$ cat src/rtl/sof_controller_pkg.sv
// Shared host-controller definitions: TX-port command codes, SOF timing defaults
// and the SOF generator state encoding.
package sof_controller_pkg;

    localparam int SOF_PERIOD_DEF = 48000;
    localparam int TIMER_W_DEF    = 16;
    localparam int FRAME_W        = 11;

    // TX-port command codes; the SOF generator only issues the two SOF codes
    localparam logic [7:0] TX_CMD_IDLE    = 8'h00;
    localparam logic [7:0] TX_CMD_DATA    = 8'h01;
    localparam logic [7:0] TX_CMD_LS_PRE  = 8'h02;
    localparam logic [7:0] TX_CMD_RESUME  = 8'h03;
    localparam logic [7:0] SOF_CMD_LO     = 8'h04;
    localparam logic [7:0] SOF_CMD_HI     = 8'h05;

    typedef enum logic [2:0] {
        ST_IDLE      = 3'd0,
        ST_WAIT_GNT  = 3'd1,
        ST_WAIT_RDY1 = 3'd2,
        ST_WAIT_RDY2 = 3'd3,
        ST_DONE      = 3'd4
    } sof_state_e;

    function automatic logic [7:0] sof_hi_byte(input logic [FRAME_W-1:0] frame);
        return {5'b0, frame[10:8]};
    endfunction

endpackage

$ cat src/rtl/sof_controller_if.sv
// SOF generator channel: control inputs, arbiter/TX-port handshake and status outputs.
interface sof_controller_if
    import sof_controller_pkg::*;
#(
    parameter int TIMER_W = TIMER_W_DEF
);
    logic               SOFEnable;
    logic               SOFTimerClr;
    logic               SOFCntlGnt;
    logic               HCTxPortRdy;
    logic               SOFCntlReq;
    logic               SOFCntlWEn;
    logic [7:0]         SOFCntlData;
    logic [7:0]         SOFCntlCntl;
    logic [FRAME_W-1:0] frameNum;
    logic [TIMER_W-1:0] SOFTimer;
    logic               SOFSent;
    logic               SOFOverrun;

    modport slave (
        input  SOFEnable, SOFTimerClr, SOFCntlGnt, HCTxPortRdy,
        output SOFCntlReq, SOFCntlWEn, SOFCntlData, SOFCntlCntl,
        output frameNum, SOFTimer, SOFSent, SOFOverrun
    );

    modport master (
        output SOFEnable, SOFTimerClr, SOFCntlGnt, HCTxPortRdy,
        input  SOFCntlReq, SOFCntlWEn, SOFCntlData, SOFCntlCntl,
        input  frameNum, SOFTimer, SOFSent, SOFOverrun
    );
endinterface

$ cat src/rtl/sof_controller_frame_timer.sv
// 1 ms frame timer: counts 0..SOF_PERIOD-1 while enabled and flags the frame boundary.
module sof_frame_timer
    import sof_controller_pkg::*;
#(
    parameter int SOF_PERIOD = SOF_PERIOD_DEF,
    parameter int TIMER_W    = TIMER_W_DEF
) (
    input  logic               clk,
    input  logic               rst,
    input  logic               en_i,
    input  logic               clr_i,
    output logic [TIMER_W-1:0] timer_o,
    output logic               sof_due_o
);
    localparam logic [TIMER_W-1:0] LAST = TIMER_W'(SOF_PERIOD - 1);

    logic [TIMER_W-1:0] timer_q, timer_d;
    logic               at_last;

    assign at_last = (timer_q == LAST);

    always_comb begin
        timer_d = timer_q + TIMER_W'(1);
        if (clr_i || !en_i || at_last) timer_d = '0;
    end

    always_ff @(posedge clk or posedge rst) begin
        if (rst) timer_q <= '0;
        else     timer_q <= timer_d;
    end

    // A clear landing on the boundary cycle suppresses that frame's SOF
    assign sof_due_o = en_i && at_last && !clr_i;
    assign timer_o   = timer_q;

endmodule

$ cat src/rtl/sof_controller.sv
// Host Start-Of-Frame generator: requests the TX port at each frame boundary and
// writes the two-byte SOF command carrying the 11-bit frame number.
module sof_controller
    import sof_controller_pkg::*;
#(
    parameter int SOF_PERIOD = SOF_PERIOD_DEF,
    parameter int TIMER_W    = TIMER_W_DEF
) (
    input logic             clk,
    input logic             rst,
    sof_controller_if.slave bus
);
    sof_state_e         state_q, state_d;
    logic               req_q, req_d;
    logic               pending_q, pending_d;
    logic               overrun_q, overrun_d;
    logic [FRAME_W-1:0] frame_q, frame_d;
    logic               wen_q;
    logic               wen;
    logic [7:0]         data;
    logic [7:0]         cntl;
    logic               sent;
    logic               sof_due;
    logic [TIMER_W-1:0] timer;

    sof_frame_timer #(
        .SOF_PERIOD (SOF_PERIOD),
        .TIMER_W    (TIMER_W)
    ) u_timer (
        .clk       (clk),
        .rst       (rst),
        .en_i      (bus.SOFEnable),
        .clr_i     (bus.SOFTimerClr),
        .timer_o   (timer),
        .sof_due_o (sof_due)
    );

    // A boundary that arrives while an SOF is still outstanding is dropped, not queued
    always_comb begin
        pending_d = pending_q;
        overrun_d = overrun_q;
        if (state_q == ST_IDLE && pending_q) pending_d = 1'b0;
        if (sof_due) begin
            if (pending_q || state_q != ST_IDLE) overrun_d = 1'b1;
            else                                  pending_d = 1'b1;
        end
        if (!bus.SOFEnable) pending_d = 1'b0;
    end

    always_comb begin
        state_d = state_q;
        req_d   = req_q;
        frame_d = frame_q;
        wen     = 1'b0;
        data    = 8'h00;
        cntl    = 8'h00;
        sent    = 1'b0;
        unique case (state_q)
            ST_IDLE: begin
                if (pending_q) begin
                    state_d = ST_WAIT_GNT;
                    req_d   = 1'b1;
                end
            end
            ST_WAIT_GNT: begin
                if (bus.SOFCntlGnt) state_d = ST_WAIT_RDY1;
            end
            ST_WAIT_RDY1: begin
                if (!bus.SOFCntlGnt) begin
                    state_d = ST_IDLE;
                    req_d   = 1'b0;
                end else if (bus.HCTxPortRdy) begin
                    wen     = 1'b1;
                    cntl    = SOF_CMD_LO;
                    data    = frame_q[7:0];
                    state_d = ST_WAIT_RDY2;
                end
            end
            ST_WAIT_RDY2: begin
                // The port lowers Rdy one cycle late, so Rdy right after a write is stale
                if (!bus.SOFCntlGnt) begin
                    state_d = ST_IDLE;
                    req_d   = 1'b0;
                end else if (bus.HCTxPortRdy && !wen_q) begin
                    wen     = 1'b1;
                    cntl    = SOF_CMD_HI;
                    data    = sof_hi_byte(frame_q);
                    state_d = ST_DONE;
                    req_d   = 1'b0;
                end
            end
            ST_DONE: begin
                sent    = 1'b1;
                frame_d = frame_q + FRAME_W'(1);
                state_d = ST_IDLE;
            end
            default: begin
                state_d = ST_IDLE;
                req_d   = 1'b0;
            end
        endcase
    end

    always_ff @(posedge clk or posedge rst) begin
        if (rst) begin
            state_q   <= ST_IDLE;
            req_q     <= 1'b0;
            pending_q <= 1'b0;
            overrun_q <= 1'b0;
            frame_q   <= '0;
            wen_q     <= 1'b0;
        end else begin
            state_q   <= state_d;
            req_q     <= req_d;
            pending_q <= pending_d;
            overrun_q <= overrun_d;
            frame_q   <= frame_d;
            wen_q     <= wen;
        end
    end

    assign bus.SOFCntlReq  = req_q;
    assign bus.SOFCntlWEn  = wen;
    assign bus.SOFCntlData = data;
    assign bus.SOFCntlCntl = cntl;
    assign bus.frameNum    = frame_q;
    assign bus.SOFTimer    = timer;
    assign bus.SOFSent     = sent;
    assign bus.SOFOverrun  = overrun_q;

endmodule

$ cat src/flat_wrapper.sv
// flat-port wrapper written by rule: the top's interface ports become plain ports
module sof_controller_flat import sof_controller_pkg::*;
#(
    parameter int SOF_PERIOD = SOF_PERIOD_DEF,
    parameter int TIMER_W    = TIMER_W_DEF
)
  (clk, rst, bus_SOFEnable, bus_SOFTimerClr, bus_SOFCntlGnt, bus_HCTxPortRdy, bus_SOFCntlReq, bus_SOFCntlWEn, bus_SOFCntlData, bus_SOFCntlCntl, bus_frameNum, bus_SOFTimer, bus_SOFSent, bus_SOFOverrun);
  sof_controller_if #(.TIMER_W(TIMER_W)) bus_i ();
  input logic clk;
  input logic rst;
  input wire logic [$bits(bus_i.SOFEnable)-1:0] bus_SOFEnable;
  input wire logic [$bits(bus_i.SOFTimerClr)-1:0] bus_SOFTimerClr;
  input wire logic [$bits(bus_i.SOFCntlGnt)-1:0] bus_SOFCntlGnt;
  input wire logic [$bits(bus_i.HCTxPortRdy)-1:0] bus_HCTxPortRdy;
  output wire logic [$bits(bus_i.SOFCntlReq)-1:0] bus_SOFCntlReq;
  output wire logic [$bits(bus_i.SOFCntlWEn)-1:0] bus_SOFCntlWEn;
  output wire logic [$bits(bus_i.SOFCntlData)-1:0] bus_SOFCntlData;
  output wire logic [$bits(bus_i.SOFCntlCntl)-1:0] bus_SOFCntlCntl;
  output wire logic [$bits(bus_i.frameNum)-1:0] bus_frameNum;
  output wire logic [$bits(bus_i.SOFTimer)-1:0] bus_SOFTimer;
  output wire logic [$bits(bus_i.SOFSent)-1:0] bus_SOFSent;
  output wire logic [$bits(bus_i.SOFOverrun)-1:0] bus_SOFOverrun;
  assign bus_i.SOFEnable = bus_SOFEnable;
  assign bus_i.SOFTimerClr = bus_SOFTimerClr;
  assign bus_i.SOFCntlGnt = bus_SOFCntlGnt;
  assign bus_i.HCTxPortRdy = bus_HCTxPortRdy;
  assign bus_SOFCntlReq = bus_i.SOFCntlReq;
  assign bus_SOFCntlWEn = bus_i.SOFCntlWEn;
  assign bus_SOFCntlData = bus_i.SOFCntlData;
  assign bus_SOFCntlCntl = bus_i.SOFCntlCntl;
  assign bus_frameNum = bus_i.frameNum;
  assign bus_SOFTimer = bus_i.SOFTimer;
  assign bus_SOFSent = bus_i.SOFSent;
  assign bus_SOFOverrun = bus_i.SOFOverrun;
  sof_controller #(.SOF_PERIOD(SOF_PERIOD), .TIMER_W(TIMER_W)) u_core (.clk(clk), .rst(rst), .bus(bus_i));
endmodule
$ cat config.mk
export PLATFORM = sky130hd
export DESIGN_NAME = sof_controller_flat
export DESIGN_NICKNAME = d
export VERILOG_FILES = /design/src/rtl/sof_controller_pkg.sv /design/src/rtl/sof_controller_if.sv /design/src/rtl/sof_controller_frame_timer.sv /design/src/rtl/sof_controller.sv /design/src/flat_wrapper.sv
export SDC_FILE = /design/constraint.sdc
export NUM_CORES = 1
export LEC_CHECK = 0
export BUFFER_PORTS_ARGS = -buffer_cell sky130_fd_sc_hd__buf_2
export CAP_MARGIN = 5
export CORE_MARGIN = 5
export CORE_UTILIZATION = 46
export CTS_CLUSTER_DIAMETER = 80
export CTS_CLUSTER_SIZE = 25
export DETAILED_ROUTE_END_ITERATION = 7
export GPL_TIMING_DRIVEN = 1
export PLACE_DENSITY = 0.72
export SLEW_MARGIN = 5
export SYNTH_ARGS = -nofsm -noshare
export SYNTH_HDL_FRONTEND = slang
export SYNTH_SLANG_ARGS = --single-unit
export TNS_END_PERCENT = 1
$ cat constraint.sdc
create_clock -name clk -period 1.9 [get_ports clk]
set_clock_uncertainty 0.15 [all_clocks]
set_input_delay 0.095 -clock clk [delete_from_list [all_inputs] [get_ports clk]]
set_output_delay 0.095 -clock clk [all_outputs]
set_load 0.02 [all_outputs]
==> impl_metrics.json, run 1 <==
{
  "maxCapViolCount": 0,
  "power.internal_uw": 1310,
  "combinationalPowerShare_pct": 28.5,
  "start_util_pct": 48.3,
  "postSynth.asyncResetShare_pct": 100,
  "worstPathRequired_ns": 1.93,
  "final_min_period_over_clock_period_pct": 94.7,
  "layoutNonFillerInstCount": 298,
  "yosysWarnings": 0,
  "avgSynthCellArea_sq_um": 9.86,
  "numPlacedInstances": 283,
  "synth-seq-area-share_pct": 47.4,
  "clk_latency_ns": 0.28,
  "post_synth_num_cell_types": 37,
  "worst_hold_startpoint": "bus_SOFCntlGnt",
  "detailedRoute.firstPassIterationCount": 6,
  "tritoncts.num_buffers": 5,
  "rsz_0062_raised_after_global_routing": "yes",
  "hold_path_end": "u_core.state_q[0]$_DFFE_PP0P_",
  "vias_per_cell": 5.06,
  "final_core_utilization_pct": 62.7,
  "iter_0_drt_violations": 59,
  "timing.hold.worst.class": "input pin to flop",
  "tritoncts": "done",
  "post-route-drc-count": 0,
  "worstSetupPathType": "flop to flop",
  "grt_usage_pct": 15.2,
  "multiInputGateArea_sq_um": 880,
  "post_drt_wl_per_cell_um": 12.9,
  "post_route_cells_drive_above_1_share_pct": 32.0,
  "antenna_violating_nets_post_route": 0,
  "powerDensity_nw_per_um2": 825,
  "netSwitchingFraction_pct": 31.8,
  "seqPwrFrac_pct": 43.7,
  "setup_viol": 0,
  "period_minus_slack_ns": 1.80,
  "htree_depth": 2,
  "die_width_um": 72.5,
  "maximum_fanout_encountered_on_the_critical_timing_path": 3,
  "pin_count_of_the_biggest_net_entering_global_routing": 35,
  "outcome": "complete, no violations",
  "synth_edf_count": 0,
  "clk_pin_slew_ns": 0.07,
  "peak_ir_drop_on_the_vdd_network_uv": 542,
  "layout_commonest_cell": "buf_2",
  "port_buffers": 46,
  "grt_first_pass_wirelength_um": 6320,
  "insertedDiodeCount": 0,
  "achievable-frequency_mhz": 556,
  "dieArea_sq_um": 5250,
  "first_global_vias": 1404,
  "syn_inst": 182,
  "holdPathStages": 3,
  "filler_cell_count": 325,
  "dp_hpwl_um": 2770,
  "fin_nets": 259,
  "synth.cell_area_sq_um": 1790,
  "max-clock-path-buffers": 2,
  "slew_violations": 0,
  "reg2reg_setup_slack_ns": 0.10,
  "coreArea_sq_um": 3720,
  "grt_antenna_before_repair": 0,
  "rr_worst_depth": 5,
  "hold-worst-slack_ns": 0.0243,
  "endpoint_kind": "flop",
  "route.vias.total": 1508,
  "ys_seq_elements": 34,
  "synth_ff_type": "dfrtp_1",
  "place_congestion": 0.819,
  "finalHoldViolations": 0,
  "std_cell_rows": 22,
  "die_height_um": 72.5,
  "clock_tree.root_cell": "clkbuf_8",
  "r2r_end": "u_core.pending_q$_DFF_PP0_",
  "seqCellArea_sq_um": 853,
  "rr_startpoint": "u_core.u_timer.timer_o[10]$_DFF_PP0_",
  "io_pins": 53,
  "routed_wl_um": 3850,
  "share_clk_of_total_power_pct": 27.8,
  "globalRouteOverflowTotal": 0,
  "flow.area_growth_from_synthesis_pct": 29.8,
  "startpoint_kind_of_the_worst_setup_timing_path": "flop",
  "layout_common_cells": "buf_2 (44), dfrtp_1 (32), nor2_1 (20)",
  "static-leakage-power_uw": 0.00116,
  "switchingPower_uw": 611,
  "cp_data_arrival_time_ns": 1.83,
  "numClockSinks": 34
}
[cell families after synthesis]
family / count (synthesis) / share of synthesized area (%)
fa+ha+maj: 4 / 2.79
mux: 2 / 1.26
xor+xnor: 23 / 11.2
buf+inv: 20 / 6.35
compound gates: 21 / 7.53
other cells: 1 / 0.209
flops: 34 / 47.4
simple gates: 77 / 23.2
[cell usage after synthesis, types with 5 or more instances]
master,instances,share of area (%)
nand2_1,9,1.9
nand3_1,11,3.1
and2_1,5,1.7
inv_1,8,1.7
xor2_1,6,2.9
dfrtp_1,34,47
nor2_1,20,4.2
xnor2_1,17,8.3
buf_4,6,2.5
nor3_1,5,1.4
nand4_1,8,2.8
a21oi_1,9,2.5
[repair_timing]
action | 4_1_cts | 5_1_grt
endpoints found under the setup margin | 9 | 10
setup buffers | 2 | 1
hold buffers | 4 | 0
resized for setup | 4 | 5
pin swaps | 2 | 1
cloned | 0 | 0
hold endpoints to repair | 37 | 0
[worst max-delay path, cell delays in order, from the launching register on]
cell and delay [ns]:
dfrtp_1 0.37, or4b_1 0.53, nor4_2 0.18, buf_4 0.17
a21oi_1 0.06, a311oi_1 0.25
[routing by layer]
layer / track usage (%) / up-vias / share of wire [%]
met5: 0 / - / 0
met4: 4.92 / 0 / 1.1
met3: 3.88 / 7 / 6.6
met2: 24.7 / 44 / 45
met1: 20.0 / 703 / 47
li1: - / 754 / -
[state kept, by name, summed over array words and instances (netlist names)]
signal                  flops
u_core.bus.SOFCntlReq       1
u_core.pending_q            1
u_core.state_q              3
u_core.u_timer.timer_o     16
u_core.bus.frameNum        11
u_core.wen_q                1
u_core.bus.SOFOverrun       1
[how the worst max path moves through the flow]
| stage | from | to | slack, ns | depth (start not counted) |
|---|---|---|---|---|
| finish | u_core.u_timer.timer_o[10]$_DFF_PP0_ | u_core.pending_q$_DFF_PP0_ | 0.10 | 5 |
| global placement | u_core.u_timer.timer_o[10]$_DFF_PP0_ | u_core.pending_q$_DFF_PP0_ | 0.07 | 5 |
| detailed placement | u_core.u_timer.timer_o[10]$_DFF_PP0_ | u_core.pending_q$_DFF_PP0_ | -0.02 | 5 |
| global route | u_core.state_q[2]$_DFFE_PP0P_ | bus_SOFCntlData[0] | -0.005 | 6 |
| CTS | u_core.state_q[2]$_DFFE_PP0P_ | bus_SOFCntlData[2] | 0.02 | 5 |
| floorplan | u_core.u_timer.timer_o[7]$_DFF_PP0_ | u_core.u_timer.timer_o[0]$_DFF_PP0_ | -0.17 | 6 |
[through the flow]
step            TNS, ns  power (uW)  setup slack [ns]  instance area, sq um
6_report              0        1920             0.101                  2330
2_1_floorplan     -2.13        1200            -0.174                  1820
3_3_place_gp          0        1350            0.0682                  2140
4_1_cts               0        1920            0.0164                  2300
5_1_grt        -0.00648        2040          -0.00468                  2330
3_5_place_dp    -0.0180        1350           -0.0180                  2140
[cell type report]
cell class	count	share of cell area, %
Clock inverter	1	0.215
Timing Repair Buffer	67	17.8
Clock buffer	7	3.71
Multi-Input combinational cell	133	37.8
Inverter	8	1.29
Tap cell	48	2.58
Sequential cell	34	36.6
[power groups by stage]
stage	Clock, uW	Combinational, uW	Sequential [uW]
after floorplan	0	321	879
after global placement	0	503	845
after detailed placement	0	505	850
after CTS	548	532	839
after global routing	577	615	850
final	534	547	840
(Power assumes the default switching activity.)
==> run 2: changes to the inputs <==
Settings changed: CORE_ASPECT_RATIO from default to 0.7, CTS_CLUSTER_SIZE 25 to 8, PLACE_DENSITY 0.72 to 0.85.
==> impl_metrics.json, run 2 (same netlist as run 1, synthesis figures left out) <==
{
  "numClockSinks": 34,
  "clk_pin_slew_ns": 0.07,
  "setup_viol": 0,
  "hold-worst-slack_ns": -0.0179,
  "period_minus_slack_ns": 1.85,
  "max-clock-path-buffers": 2,
  "powerDensity_nw_per_um2": 847,
  "grt_first_pass_wirelength_um": 7310,
  "vias_per_cell": 5.09,
  "worst-path-buf-inv": 2,
  "std_cell_rows": 19,
  "tritoncts": "done",
  "htree_depth": 2,
  "rr_worst_depth": 8,
  "coreArea_sq_um": 3850,
  "layout_commonest_cell": "buf_2",
  "grt_antenna_before_repair": 0,
  "failed_checks": "negative hold slack",
  "pin_count_of_the_biggest_net_entering_global_routing": 35,
  "static-leakage-power_uw": 0.00118,
  "detailedRoute.firstPassIterationCount": 5,
  "die_width_um": 84.6,
  "cp_slowest_cell": "dfrtp_2",
  "worstSetupPathType": "flop to flop",
  "largest_delay_share_family_worst_path": "flip-flops",
  "start_util_pct": 46.6,
  "outcome": "complete, but fails checks",
  "rsz_0062_raised_after_global_routing": "yes",
  "startpoint_kind_of_the_worst_setup_timing_path": "flop",
  "numPlacedInstances": 286,
  "io_pins": 53,
  "layout_common_cells": "buf_2 (45), dfrtp_1 (33), nor2_1 (20)",
  "cp_data_arrival_time_ns": 1.86,
  "r2r_end": "u_core.state_q[0]$_DFFE_PP0P_",
  "die_height_um": 62.3,
  "critical_path.max_stage_delay_ns": 0.43,
  "globalRouteOverflowTotal": 0,
  "clk_latency_ns": 0.28,
  "finalHoldViolations": 2,
  "reg2reg_setup_slack_ns": 0.05,
  "maximum_fanout_encountered_on_the_critical_timing_path": 2,
  "insertedDiodeCount": 0,
  "timing.critical_path.cells": "buf_4, or3_4, inv_2, ha_2, nor2_1, a32o_1, a21oi_2, o21ai_2",
  "tritoncts.num_buffers": 5,
  "achievable-frequency_mhz": 541,
  "iter_0_drt_violations": 90,
  "rr_startpoint": "u_core.state_q[2]$_DFFE_PP0P_",
  "post_route_cells_drive_above_1_share_pct": 35.1,
  "routed_wl_um": 4190,
  "layoutNonFillerInstCount": 300,
  "antenna_violating_nets_post_route": 0,
  "slew_violations": 0,
  "tns_ns": 0,
  "hold_path_end": "u_core.wen_q$_DFF_PP0_",
  "post-route-drc-count": 0,
  "clock_tree.root_cell": "clkbuf_8",
  "first_global_vias": 1501,
  "route.vias.total": 1527,
  "dp_hpwl_um": 2950,
  "peak_ir_drop_on_the_vdd_network_uv": 466,
  "worstPathRequired_ns": 1.91,
  "endpoint_kind": "flop",
  "fin_nets": 257,
  "port_buffers": 46,
  "worst_hold_startpoint": "bus_HCTxPortRdy",
  "grt_usage_pct": 16.8,
  "timing.hold.worst.class": "input pin to flop",
  "flow.area_growth_from_synthesis_pct": 31.7,
  "post_drt_wl_per_cell_um": 14.0,
  "place_congestion": 0.876,
  "holdPathStages": 3,
  "dieArea_sq_um": 5270,
  "final_min_period_over_clock_period_pct": 97.3,
  "largest_register_ff_count": 16,
  "maxCapViolCount": 0
}
run 2: area by class of cell:
type | count | area [sq um]
Inverter | 8 | 30.0
Timing Repair Buffer | 65 | 399
Multi-Input combinational cell | 133 | 925
Sequential cell | 34 | 852
Tap cell | 52 | 65.1
Clock buffer | 7 | 86.3
Clock inverter | 1 | 5.00
Fill cell | 329 | 1490
run 2: routing by layer:
metal	share of wire (%)	up-vias	routed length (um)	GRT usage [%]
met5	0	-	0	0
met4	1.5	0	62	6.72
met3	5.1	5	212	3.70
met2	45	47	1910	25.5
met1	48	724	2010	23.3
li1	-	751	-	-
run 2: worst min-delay path: stages:
cell and delay (ns):
buf_2 0.14, nand3_4 0.09, a21oi_1 0.05
run 2: how the worst max path moves through the flow:
stage / end / slack, ns / depth (start not counted) / start
floorplan: u_core.u_timer.timer_o[0]$_DFF_PP0_ / -0.17 / 6 / u_core.u_timer.timer_o[7]$_DFF_PP0_
global placement: u_core.u_timer.timer_o[15]$_DFF_PP0_ / 0.04 / 5 / u_core.u_timer.timer_o[10]$_DFF_PP0_
detailed placement: u_core.u_timer.timer_o[2]$_DFF_PP0_ / -0.006 / 5 / u_core.u_timer.timer_o[10]$_DFF_PP0_
CTS: u_core.u_timer.timer_o[8]$_DFF_PP0_ / 0.001 / 5 / u_core.u_timer.timer_o[10]$_DFF_PP0_
global route: u_core.state_q[0]$_DFFE_PP0P_ / -0.01 / 8 / u_core.state_q[2]$_DFFE_PP0P_
finish: u_core.state_q[0]$_DFFE_PP0P_ / 0.05 / 8 / u_core.state_q[2]$_DFFE_PP0P_
run 2: power breakdown:
group	internal (uW)	switching (uW)	total, uW
Sequential	783	52.7	836
Combinational	270	356	625
Clock	292	246	538
run 2: what timing repair did:
item,in CTS,in global routing
hold buffers,3,0
pin swaps,2,5
endpoints found under the setup margin,26,25
setup buffers,2,1
hold endpoints to repair,36,0
gates resized for setup,7,13
run 2: per-stage QoR:
| stage | hold slack, ns | utilization [%] | worst slack, ns | instance area (sq um) | total power, uW |
|---|---|---|---|---|---|
| 3_5_place_dp | 0.0702 | 55.6 | -0.00603 | 2140 | 1360 |
| 6_report | -0.0179 | 61.3 | 0.0515 | 2360 | 2000 |
| 5_1_grt | 0.00641 | 61.3 | -0.0104 | 2360 | 2130 |
| 4_1_cts | 0.00119 | 60.0 | 0.00120 | 2310 | 1930 |
| 3_3_place_gp | 0.0531 | 55.6 | 0.0448 | 2140 | 1340 |
| 2_1_floorplan | 0.0667 | - | -0.174 | 1820 | 1200 |
